`config.mk`:
```
export PLATFORM = sky130hd
export DESIGN_NAME = servo_loop_sequencer
export DESIGN_NICKNAME = d
export VERILOG_FILES = /design/src/rtl/servo_loop_sequencer.sv
export SDC_FILE = /design/constraint.sdc
export NUM_CORES = 1
export LEC_CHECK = 0
export ABC_AREA = 1
export CAP_MARGIN = 5
export CELL_PAD_IN_SITES_DETAIL_PLACEMENT = 0
export CELL_PAD_IN_SITES_GLOBAL_PLACEMENT = 1
export CORE_ASPECT_RATIO = 0.9
export CORE_MARGIN = 2
export CORE_UTILIZATION = 26
export DETAILED_ROUTE_END_ITERATION = 7
export PLACE_DENSITY = 0.7
export SYNTH_ARGS = -nofsm -noshare
export SYNTH_HDL_FRONTEND = slang
export SYNTH_SLANG_ARGS = --single-unit
export TNS_END_PERCENT = 30
```
`constraint.sdc`:
```
create_clock -name clk -period 2.12 [get_ports clk]
set_input_delay 0.424 -clock clk [delete_from_list [all_inputs] [get_ports clk]]
set_output_delay 0.424 -clock clk [all_outputs]
set_load 0.005 [all_outputs]
```
`src/rtl/servo_loop_sequencer.sv`:
```
// Servo loop sequencer: waits for a PWM measurement trigger and an ADC frame, runs the
// servo compute core, then registers clamped duties (or safe duties on overcurrent).
module servo_loop_sequencer #(
    parameter int DUTY_WIDTH     = 12,
    parameter int TIMEOUT_CYCLES = 1023
) (
    input  logic                      clk,
    input  logic                      reset,
    input  logic                      core_en,
    input  logic [DUTY_WIDTH-1:0]     half_period,
    input  logic                      measurement_trigger,
    input  logic                      adc_valid,
    input  logic [DUTY_WIDTH-1:0]     current_0,
    input  logic [DUTY_WIDTH-1:0]     current_1,
    input  logic [DUTY_WIDTH-1:0]     current_2,
    input  logic [DUTY_WIDTH-1:0]     current_3,
    input  logic [4*DUTY_WIDTH-1:0]   current_max,
    input  logic                      fault_clear,
    output logic                      ap_start,
    input  logic                      ap_done,
    input  logic [63:0]               ap_return,
    output logic [DUTY_WIDTH-1:0]     d0,
    output logic [DUTY_WIDTH-1:0]     d1,
    output logic [DUTY_WIDTH-1:0]     d2,
    output logic [DUTY_WIDTH-1:0]     d3,
    output logic                      duty_update,
    output logic                      busy,
    output logic [3:0]                fault,
    output logic                      timeout_err,
    output logic [7:0]                overrun_cnt
);

    localparam int CNT_W = (TIMEOUT_CYCLES > 1) ? $clog2(TIMEOUT_CYCLES + 1) : 1;
    localparam logic [CNT_W-1:0] TIMEOUT_LIMIT = CNT_W'(TIMEOUT_CYCLES);

    typedef enum logic [1:0] {
        IDLE      = 2'd0,
        WAIT_ADC  = 2'd1,
        RUN       = 2'd2,
        WAIT_DONE = 2'd3
    } state_t;

    state_t                state, state_next;
    logic [CNT_W-1:0]      tmo_cnt;
    logic                  start_accept;
    logic                  done_accept;
    logic                  timeout_hit;
    logic [3:0]            fault_set;
    logic [3:0]            fault_next;
    logic [DUTY_WIDTH-1:0] duty_q  [4];
    logic [DUTY_WIDTH-1:0] current [4];
    logic [DUTY_WIDTH-1:0] limit   [4];
    logic [DUTY_WIDTH-1:0] result  [4];
    logic                  unused_ap_return;

    function automatic logic [DUTY_WIDTH-1:0] clamp_duty(
        input logic [DUTY_WIDTH-1:0] raw,
        input logic [DUTY_WIDTH-1:0] ceiling
    );
        return (raw > ceiling) ? ceiling : raw;
    endfunction

    function automatic logic [7:0] sat_inc8(input logic [7:0] value);
        return (value == 8'hFF) ? value : value + 8'd1;
    endfunction

    assign current[0] = current_0;
    assign current[1] = current_1;
    assign current[2] = current_2;
    assign current[3] = current_3;

    // Only the low DUTY_WIDTH bits of each 16-bit return field carry a duty.
    assign unused_ap_return = ^ap_return;

    always_comb begin
        for (int n = 0; n < 4; n++) begin
            limit[n]     = current_max[DUTY_WIDTH*n +: DUTY_WIDTH];
            result[n]    = ap_return[16*n +: DUTY_WIDTH];
            fault_set[n] = adc_valid && (current[n] > limit[n]);
        end
        fault_next = (fault & ~{4{fault_clear}}) | fault_set;
    end

    always_comb begin
        state_next   = state;
        ap_start     = 1'b0;
        start_accept = 1'b0;
        done_accept  = 1'b0;
        timeout_hit  = 1'b0;
        case (state)
            IDLE: begin
                if (measurement_trigger) begin
                    start_accept = 1'b1;
                    state_next   = WAIT_ADC;
                end
            end
            WAIT_ADC: begin
                if (adc_valid) begin
                    state_next = RUN;
                end
            end
            RUN: begin
                ap_start   = 1'b1;
                state_next = WAIT_DONE;
                if (ap_done) begin
                    done_accept = 1'b1;
                    state_next  = IDLE;
                end
            end
            WAIT_DONE: begin
                ap_start = 1'b1;
                if (ap_done) begin
                    done_accept = 1'b1;
                    state_next  = IDLE;
                end
            end
            default: state_next = IDLE;
        endcase
        // Timeout beats a simultaneous ap_done; disable beats everything.
        if (state != IDLE && tmo_cnt == TIMEOUT_LIMIT) begin
            timeout_hit = 1'b1;
            done_accept = 1'b0;
            state_next  = IDLE;
        end
        if (!core_en) begin
            start_accept = 1'b0;
            done_accept  = 1'b0;
            timeout_hit  = 1'b0;
            state_next   = IDLE;
        end
    end

    assign busy = (state != IDLE);

    always_ff @(posedge clk) begin
        if (reset) begin
            state       <= IDLE;
            tmo_cnt     <= '0;
            fault       <= '0;
            timeout_err <= 1'b0;
            overrun_cnt <= '0;
            duty_update <= 1'b0;
            for (int n = 0; n < 4; n++) begin
                duty_q[n] <= '0;
            end
        end else begin
            state       <= state_next;
            fault       <= fault_next;
            timeout_err <= (timeout_err & ~fault_clear) | timeout_hit;
            duty_update <= done_accept;
            if (start_accept) begin
                tmo_cnt <= '0;
            end else if (busy && !timeout_hit) begin
                tmo_cnt <= tmo_cnt + CNT_W'(1);
            end
            if (busy && measurement_trigger) begin
                overrun_cnt <= sat_inc8(overrun_cnt);
            end
            // A faulted channel keeps the safe duty and drops compute results.
            for (int n = 0; n < 4; n++) begin
                if (fault_next[n]) begin
                    duty_q[n] <= half_period >> 1;
                end else if (done_accept && !fault[n]) begin
                    duty_q[n] <= clamp_duty(result[n], half_period);
                end
            end
        end
    end

    assign d0 = duty_q[0];
    assign d1 = duty_q[1];
    assign d2 = duty_q[2];
    assign d3 = duty_q[3];

endmodule

```
==> flow_summary_export.csv, run 1 <==
group,metric,value,unit
status,outcome,"completed",
synth,synthTopCellsByCount,"nand2_1 (304), inv_1 (151), nand3_1 (120), ha_1 (98), a21oi_1 (53)",
global_route,grt_max_degree,30,
synth,ys_seq_area_share,28.8,%
critical_path,path_cells,"clkdlybuf4s50_1, ha_1, nand4_1, nor2_2, nand2_1, nand2_1, inv_1, nand2_4, nand2_4, nand4_1, buf_6, clkbuf_16",
hold_path,min_to,"overrun_cnt[5]",
synth,syn_inst,977,
synth,synthDistinctLibCells,41,
synth,synth_warnings,0,
timing,hold_slack,479,ps
cts,htreeDepth,3,
routing,drtAntennaViolNets,0,
hold_path,hp-start,"overrun_cnt[5]",
timing,relSlewSlack,73.4,%
placed_design,portBuffers,226,
layout,final_cells,1656,
routing,vias,7420,
floorplanning,coreArea,25900,µm²
timing,period_share,97.6,%
synth,synthSimpleGateAreaFrac,34.6,%
placed_design,post_dp_cell_area,10300,µm²
critical_path,reg2reg_depth,10,
cts,cts_tree,"built",
synth,synth_top_family_by_area,"simple AND/OR/NAND/NOR gates",
critical_path,critPathKind,"in -> reg",
global_route,antenna_found_initial,2,
critical_path,worst_ep_required_time,2200,ps
cts,cts_made_buffers,9,
critical_path,end_kind,"register",
timing,rsz0062_at_grt,"true",
layout,fillers,2605,
critical_path,cpLargestDelayFamily,"buffers and inverters",
hold_path,hold_path.class,"reg -> reg",
timing,drv_slew,0,
placed_design,gp_congestion,0.843,
routing,vias_per_cell,4.48,
global_route,grt_overflow_total,0,
layout,seq_area,1960,µm²
global_route,grt_pass1_vias,6957,
critical_path,r2r_setup_slack,130,ps
cts,insertion_delay,350,ps
layout,final_cell_area,11700,µm²
layout,area_delta_synth_final,71.3,%
flow_run,maxCapViolCount,0,
synth,synth_area,6820,µm²
cts,cts_sinks,74,
synth,synthTopCellsByArea,"edfxtp_1 (21%), ha_1 (18%), nand2_1 (17%), nand3_1 (8.8%), inv_1 (8.3%)",
synth,synthXorXnorAreaFrac,0.643,%
floorplanning,die_area,27500,µm²
floorplanning,fp.dieW,175,µm
floorplanning,start_util,26.3,%
power_and_ir_drop,irDropWorstVdd,0.295,mV
timing,period_needed,2070,ps
synth,synth_top_area_share,21.1,%
power_and_ir_drop,p_leak,6.01,nW
layout,drive_gt1_share,23.5,%
timing,fmax,483,MHz
placed_design,dp.cells,1625,
synth,synth_seq_cells,74,
global_route,grt_usage,17.6,%
power_and_ir_drop,power_density,438,nW/µm²
critical_path,reg2reg_from,"tmo_cnt[0]",
timing,fin_skew,9.72,ps
critical_path,timing.rr.end,"duty_q[2][3]",
floorplanning,die_y,158,µm
synth,yosysMostFrequentCell,"nand2_1",
layout,diodes,0,
global_route,grt_pass1_wl,37.5,mm
critical_path,cpMaxStageDelayCell,"clkdlybuf4s50_1",
synth,muxShareOfSynthArea,0,%
floorplanning,row_count,56,
synth,synth_edf_count,48,
routing,drt-total-wl,25.4,mm
synth,async_reset_ff_share,0,%
synth,yosys.area.top_type,"edfxtp_1",
routing,routedWlPerCell,15.4,µm
hold_path,hold_path_depth,2,
critical_path,cp-start-kind,"input pin",
critical_path,arrival,2150,ps
routing,drt-pass1-iter-count,5,
layout,multi_input_area,4820,µm²
timing,hold_violations,0,
routing,drc,0,
cts,clk_pin_slew,70,ps
critical_path,cp_num_buf_inv,4,
routing,drt_iter0_drc,323,
synth,synth-adder-area-share,18.0,%
placed_design,pre_cts_ws,-613,ps
timing,tns,0,ps
timing,setup_viol,0,
floorplanning,io_pins,243,
synth,syn-mean-instance-area,6.98,µm²
layout,nets,1580,
synth,syn_nets,1254,
cts,clk_path_buf_depth,2,
timing,setup_ws,50.8,ps
synth,synth-compound-area-share,6.57,%
synth,ys.flop_type,"edfxtp_1",
timing,worst_slew_pin_slew,398,ps
critical_path,cp_max_fo,6,
critical_path,cpPeakStageDelay,420,ps
cts,clockRootBuffer,"clkbuf_16",
placed_design,dp_hpwl,19.4,mm
worst max-delay path by stage:
stage,depth (start not counted),slack [ps],endpoint,from
2_1_floorplan,12,-20,duty_q[0][0],current_max[11]
3_5_place_dp,14,-610,duty_q[1][2],half_period[11]
4_1_cts,13,-9,duty_q[3][10],half_period[7]
5_1_grt,9,-30,duty_q[2][3],core_en
3_3_place_gp,13,-590,duty_q[1][11],half_period[11]
6_report,12,50,duty_q[2][3],current_2[8]
power by group:
group | leakage (nW) | switching (mW) | internal [mW] | total, mW
Clock | 0.151 | 0.728 | 0.890 | 1.62
Sequential | 0.719 | 0.0433 | 1.64 | 1.68
Combinational | 5.14 | 0.863 | 0.951 | 1.81
tightest hold or removal path, cell delays in order, from the launching register on:
cell,delay [ps]
dfxtp_1,320
nand2_1,60
a21oi_1,50
cell type report:
type	instances	share of cell area, %
clock buffers	10	2.14
clock inverters	6	0.450
inverters	153	5.07
multi-input cells	714	41.3
flip-flops and latches	74	16.8
well taps	348	3.73
repair buffers	349	30.4
repair inverters	2	0.129
repair_timing:
| action | 4_1_cts | 5_1_grt |
|---|---|---|
| hold buffers | 0 | 0 |
| setup endpoints to repair | 96 | 96 |
| cloned | 4 | 5 |
| buffers inserted | 5 | 3 |
| gates resized for setup | 100 | 163 |
| pin swaps | 25 | 71 |
flip-flops by register name, summed over array words and instances, names as in the netlist:
register	count
duty_update	1
state	2
tmo_cnt	10
duty_q	48
fault	4
overrun_cnt	8
timeout_err	1
cells in the final DEF (no fill, tap or decap), drive strengths merged, types with 4 or more instances in the layout:
cell,n
nand3,126
inv,156
ha,98
dlygate4sd2,24
o21ai,18
clkinvlp,4
edfxtp,48
nor2,58
dlymetal6s2s,65
nand4,15
clkbuf,12
dfxtp,26
nor3,10
nand2,315
buf,121
a21oi,56
clkdlybuf4s50,137
cell families after synthesis:
family,after synthesis
xor+xnor,5
simple gates,529
buf+inv,189
flops,74
fa+ha+maj,98
compound gates,82
metal layers:
metal	wire length (µm)	track usage, %	part of all wire, %
met5	0	0	0
met1	11300	23.1	44
met3	1320	2.83	5.2
met2	12300	30.2	48
met4	497	4.88	2.0
metrics by stage:
stage / util (%) / power (mW)
6_report: 45.0 / 5.11
3_3_place_gp: 39.6 / 3.31
3_5_place_dp: 39.6 / 3.32
2_1_floorplan: - / 2.40
4_1_cts: 42.2 / 5.03
5_1_grt: 45.0 / 5.41
Power figures use the tool's default switching activity.
==> inputs of run 2 (changes only) <==
--- a/config.mk
+++ b/config.mk
@@ -13,7 +13,7 @@
 export CORE_MARGIN = 2
 export CORE_UTILIZATION = 26
 export DETAILED_ROUTE_END_ITERATION = 7
-export PLACE_DENSITY = 0.7
+export PLACE_DENSITY = 0.81
 export SYNTH_ARGS = -nofsm -noshare
 export SYNTH_HDL_FRONTEND = slang
 export SYNTH_SLANG_ARGS = --single-unit
==> run 2 against run 1 <==
  * Setup slack gained 10 ps
  * Critical path depth decreased by 2
  * Flip-flop and latch count unchanged
  * Register-to-register slack improved by 90 ps
  * Critical endpoint is now duty_q[2][11]
  * Sequential power about the same
  * Fmax grew 0.51%
  * Largest power group unchanged
  * Power down 1.4%
  * Clock power is essentially flat
  * Non-clock buffer count decreased by 17
  * Sequential share of layout area increased by 0.38 points
  * Core utilization down 1.0 points
  * Die area is the same
  * Critical path type unchanged
==> flow_summary_export.csv, run 2 (same netlist as run 1, synthesis figures left out) <==
group,metric,value,unit
timing,hold_slack,482,ps
placed_design,pre_cts_ws,-631,ps
cts,clockRootBuffer,"clkbuf_16",
critical_path,arrival,2130,ps
critical_path,reg2reg_depth,10,
critical_path,critical_path.endpoint,"duty_q[2][11]",
power_and_ir_drop,p_total,5.04,mW
status,outcome,"completed",
global_route,grt_overflow_total,0,
global_route,grt_pass1_vias,7040,
hold_path,hold_path.class,"reg -> reg",
layout,final_common_cell,"nand2_1",
floorplanning,die_y,158,µm
floorplanning,io_pins,243,
layout,utilization,44.0,%
routing,drt-pass1-iter-count,5,
power_and_ir_drop,pwr-share-clk,31.7,%
layout,nets,1563,
critical_path,crit_path_start,"current_2[9]",
cts,cts.hold.buffers_added,0,
cts,cts_tree,"built",
routing,vias_per_cell,4.55,
layout,final_cells,1640,
critical_path,critPathKind,"in -> reg",
layout,largest_register,"duty_q",
power_and_ir_drop,irDropWorstVdd,0.357,mV
timing,period_needed,2060,ps
floorplanning,fp.dieW,175,µm
layout,final_cell_mix,"nand2_1 (285), clkdlybuf4s50_1 (143), inv_1 (115), nand3_1 (99), buf_4 (82)",
floorplanning,coreArea,25900,µm²
power_and_ir_drop,switching_power,1.59,mW
layout,largest_reg_flops,48,
critical_path,r2r_setup_slack,220,ps
cts,clk_path_buf_depth,2,
routing,routedWlPerCell,15.1,µm
routing,drc,0,
hold_path,hp-start,"tmo_cnt[9]",
cts,cts_made_buffers,9,
cts,htreeDepth,3,
routing,drt_iter0_drc,288,
cts,clk_pin_slew,70,ps
timing,fin_skew,9.07,ps
cts,insertion_delay,350,ps
power_and_ir_drop,power_frac_seq,33.3,%
timing,fmax,486,MHz
power_and_ir_drop,comb_power_share,35.0,%
timing,tns,0,ps
layout,reg.largest.list,"duty_q: 48 flops, tmo_cnt: 10 flops, overrun_cnt: 8 flops",
cts,cts_sinks,74,
placed_design,dp_hpwl,19.1,mm
routing,drtAntennaViolNets,0,
floorplanning,die_area,27500,µm²
power_and_ir_drop,power_density,442,nW/µm²
timing,rsz0062_at_grt,"true",
power_and_ir_drop,p_leak,5.71,nW
critical_path,cp_max_fo,12,
layout,area_delta_synth_final,67.5,%
global_route,grt_max_degree,24,
global_route,antenna_found_initial,4,
power_and_ir_drop,p_sw_share,31.6,%
timing,worst_slew_pin_slew,359,ps
critical_path,end_kind,"register",
critical_path,reg2reg_from,"tmo_cnt[0]",
timing,drv_slew,0,
critical_path,timing.rr.end,"duty_q[3][3]",
power_and_ir_drop,internal_power,3.45,mW
flow_run,maxCapViolCount,0,
routing,drt-total-wl,24.8,mm
placed_design,post_dp_cell_area,10100,µm²
placed_design,gp_congestion,0.863,
timing,setup_viol,0,
critical_path,worst_ep_required_time,2190,ps
routing,vias,7460,
timing,hold_violations,0,
placed_design,dp.cells,1607,
timing,period_share,97.1,%
layout,drive_gt1_share,22.7,%
critical_path,cp-start-kind,"input pin",
layout,final_cell_area,11400,µm²
timing,relSlewSlack,76.0,%
floorplanning,row_count,56,
floorplanning,start_util,26.3,%
layout,fillers,2611,
timing,setup_ws,61.2,ps
placed_design,portBuffers,226,
global_route,grt_pass1_wl,36.8,mm
global_route,grt_usage,17.3,%
## run 2: layout make-up
cell class,instances,area [µm²],area share [%]
Timing Repair Buffer,332,3250,28.5
Sequential cell,74,1960,17.2
Inverter,153,591,5.17
Tap cell,348,435,3.81
Multi-Input combinational cell,715,4860,42.6
Antenna cell,1,2.50,0.0219
Clock buffer,11,264,2.31
Timing Repair inverter,1,7.51,0.0658
Clock inverter,5,41.3,0.362
## run 2: critical path: stages
cell	delay, ps
clkdlybuf4s50_1	530
ha_4	230
a21oi_2	110
nor2_1	60
nor3_2	190
nand3_2	110
nand2_4	130
nand2_4	70
nand4_1	120
buf_12	160
## run 2: worst min path at each step
| stage | cells past startpoint | slack (ps) | to |
|---|---|---|---|
| 2_1_floorplan | 2 | 450 | tmo_cnt[9] |
| 3_3_place_gp | 2 | 460 | overrun_cnt[5] |
| 3_5_place_dp | 2 | 480 | tmo_cnt[7] |
| 4_1_cts | 2 | 490 | tmo_cnt[7] |
| 5_1_grt | 2 | 520 | tmo_cnt[3] |
| 6_report | 2 | 480 | tmo_cnt[9] |
## run 2: per-layer routing
metal  up-vias  track usage, %  share of wire (%)
li1       3794               -                  -
met1      3411            20.7                 42
met2       210            30.9                 49
met3        45            3.75                6.5
met4         0            5.40                2.6
met5         -               0                  0
## run 2: timing repair
item / in CTS / in global routing
endpoints found under the hold margin: 0 / 0
pin swaps: 46 / 64
gates resized for setup: 126 / 131
setup endpoints to repair: 95 / 77
cloned: 5 / 2
setup buffers: 6 / 6
## run 2: power groups by stage
stage          combinational, mW  clock [mW]  sequential, mW
2_1_floorplan              0.687           0            1.71
5_1_grt                     1.95        1.69            1.69
4_1_cts                     1.65        1.64            1.68
6_report                    1.76        1.60            1.68
3_3_place_gp                1.55           0            1.71
3_5_place_dp                1.57           0            1.71
==> inputs of run 3 (changes only) <==
--- a/config.mk
+++ b/config.mk
@@ -13,7 +13,7 @@
 export CORE_MARGIN = 2
 export CORE_UTILIZATION = 26
 export DETAILED_ROUTE_END_ITERATION = 7
-export PLACE_DENSITY = 0.81
+export PLACE_DENSITY = 0.75
 export SYNTH_ARGS = -nofsm -noshare
 export SYNTH_HDL_FRONTEND = slang
 export SYNTH_SLANG_ARGS = --single-unit
==> run 3 against run 2 <==
  * First-iteration DRC count is 40% higher
  * Count of clock-buffer cells in the layout decreased by 2
  * Worst hold slack lost 0.92 ps
  * Sequential power is essentially flat
  * Sequential share of layout area is 0.64 points lower
  * Power is 3.2% higher
  * Design area rose by 3.9%
  * Wire length rose by 0.79%
  * Global-route usage increased by 0.098 points
  * Setup slack got worse by 24 ps
  * Register-to-register slack got worse by 40 ps
  * Largest power group unchanged
==> flow_summary_export.csv, run 3 (same netlist as run 1, synthesis figures left out) <==
group,metric,value,unit
status,outcome,"completed",
cts,cts_made_buffers,9,
placed_design,dp.cells,1618,
layout,drive_gt1_share,24.8,%
layout,final_cells,1656,
hold_path,hold_path.class,"reg -> reg",
floorplanning,die_area,27500,µm²
global_route,grt_overflow_total,0,
placed_design,portBuffers,226,
timing,setup_viol,0,
routing,drtAntennaViolNets,0,
floorplanning,coreArea,25900,µm²
timing,setup_ws,36.8,ps
cts,clk_pin_slew,70,ps
placed_design,gp_congestion,0.848,
critical_path,worst_ep_required_time,2200,ps
floorplanning,die_y,158,µm
global_route,grt_max_degree,28,
global_route,antenna_found_initial,2,
timing,fin_skew,10.5,ps
cts,insertion_delay,350,ps
cts,cts_sinks,74,
critical_path,critPathKind,"in -> reg",
power_and_ir_drop,p_leak,6.12,nW
routing,vias,7510,
routing,drt_iter0_drc,404,
layout,area_delta_synth_final,74.0,%
floorplanning,start_util,26.3,%
cts,htreeDepth,3,
global_route,grt_pass1_vias,7048,
critical_path,cpLargestDelayFamily,"buffers and inverters",
power_and_ir_drop,power_density,439,nW/µm²
power_and_ir_drop,p_sw_share,31.8,%
layout,final_common_cell,"nand2_1",
routing,vias_per_cell,4.54,
power_and_ir_drop,power_frac_seq,32.2,%
layout,nets,1580,
critical_path,cp_max_fo,6,
cts,cts_tree,"built",
floorplanning,io_pins,243,
flow_run,maxCapViolCount,0,
layout,diodes,0,
critical_path,arrival,2170,ps
power_and_ir_drop,pwr-share-clk,32.2,%
placed_design,dp_hpwl,19.2,mm
timing,period_share,98.3,%
timing,hold_violations,0,
layout,reg.largest.list,"duty_q: 48 flops, tmo_cnt: 10 flops, overrun_cnt: 8 flops",
routing,routedWlPerCell,15.1,µm
layout,largest_reg_flops,48,
critical_path,cp-start-kind,"input pin",
floorplanning,row_count,56,
cts,clk_path_buf_depth,2,
power_and_ir_drop,switching_power,1.66,mW
routing,drc,0,
layout,fillers,2577,
global_route,grt_pass1_wl,37.1,mm
floorplanning,fp.dieW,175,µm
power_and_ir_drop,irDropWorstVdd,0.338,mV
cts,clockRootBuffer,"clkbuf_16",
timing,fmax,480,MHz
power_and_ir_drop,internal_power,3.55,mW
timing,relSlewSlack,75.7,%
critical_path,cp_num_buf_inv,4,
routing,drt-pass1-iter-count,5,
critical_path,end_kind,"register",
critical_path,cpMaxStageDelayCell,"clkdlybuf4s50_1",
timing,worst_slew_pin_slew,363,ps
layout,final_cell_mix,"nand2_1 (278), clkdlybuf4s50_1 (133), inv_1 (110), nand3_1 (108), buf_4 (90)",
critical_path,cpPeakStageDelay,460,ps
layout,largest_register,"duty_q",
placed_design,pre_cts_ws,-604,ps
power_and_ir_drop,comb_power_share,35.6,%
timing,drv_slew,0,
routing,drt-total-wl,25.0,mm
critical_path,path_cells,"clkdlybuf4s50_1, ha_4, nand4_1, nor2_1, nand2_1, nand2_1, inv_2, nand2_4, nand2_4, nand4_1, buf_6, clkbuf_16",
timing,period_needed,2080,ps
global_route,grt_usage,17.4,%
-- run 3: cell types whose count changed in the layout (fill, tap and decap cells not counted), sizes merged --
| cell | before | now |
|---|---|---|
| clkinv | 2 | 1 |
| clkdlybuf4s15 | 1 | 0 |
| inv | 155 | 157 |
| dlymetal6s2s | 39 | 74 |
| bufinv | 0 | 1 |
| diode | 1 | 0 |
| clkdlybuf4s50 | 143 | 133 |
| clkbuf | 12 | 11 |
| buf | 105 | 121 |
| dlygate4sd2 | 43 | 19 |
-- run 3: layer usage --
layer / GRT usage, % / part of all wire, %
met1: 21.5 / 43
met2: 30.0 / 48
met3: 3.87 / 6.0
met4: 5.63 / 2.8
met5: 0 / 0.052
-- run 3: worst reg2reg max path, delay by kind of cell, from the launching register on --
kind | cells | cell delay (ps)
and+or+nand+nor | 6 | 720
buffers and inverters | 3 | 410
adders and majority gates | 1 | 220
DFF | 1 | 330
-- run 3: layout make-up --
cell class              instances  area [µm²]  area share [%]
repair buffers                349        3630            30.6
clock buffers                   9         225            1.90
well taps                     348         435            3.67
clock inverters                 7        82.6           0.696
multi-input cells             715        4930            41.5
inverters                     153         596            5.02
repair inverters                1        5.00          0.0422
flip-flops and latches         74        1960            16.5
-- run 3: metrics by stage --
step	total power, mW	hold WS (ps)	util, %	setup TNS, ps	instance area, µm²
2_1_floorplan	2.40	452	-	-229	6830
3_3_place_gp	3.30	467	39.4	-44360	10200
3_5_place_dp	3.31	474	39.4	-45500	10200
4_1_cts	5.09	485	42.5	-175	11000
5_1_grt	5.50	521	45.7	-251	11900
6_report	5.20	481	45.7	0	11900
-- run 3: power groups by stage --
| stage | Combinational [mW] | Sequential (mW) | Clock (mW) |
|---|---|---|---|
| 2_1_floorplan | 0.687 | 1.71 | 0 |
| 3_3_place_gp | 1.59 | 1.71 | 0 |
| 3_5_place_dp | 1.60 | 1.71 | 0 |
| 4_1_cts | 1.70 | 1.68 | 1.72 |
| 5_1_grt | 2.05 | 1.69 | 1.77 |
| 6_report | 1.85 | 1.68 | 1.67 |
-- run 3: path summary, 6_finish.rpt --
check / startpoint / slack [ps] / to / cells past startpoint
setup / recovery: current_2[5] / 40 / duty_q[2][4] / 12
hold / removal: tmo_cnt[7] / 480 / tmo_cnt[7] / 2
setup reg to reg: tmo_cnt[0] / 180 / duty_q[2][4] / 10
hold reg to reg: tmo_cnt[7] / 480 / tmo_cnt[7] / 2
-- run 3: timing repair --
| action | in CTS | in global routing |
|---|---|---|
| resized for setup | 101 | 187 |
| hold buffers | 0 | 0 |
| endpoints found under the setup margin | 95 | 96 |
| pin swaps | 33 | 70 |
| gates cloned | 3 | 4 |
| hold endpoints to repair | 0 | 0 |
| setup buffers | 9 | 6 |
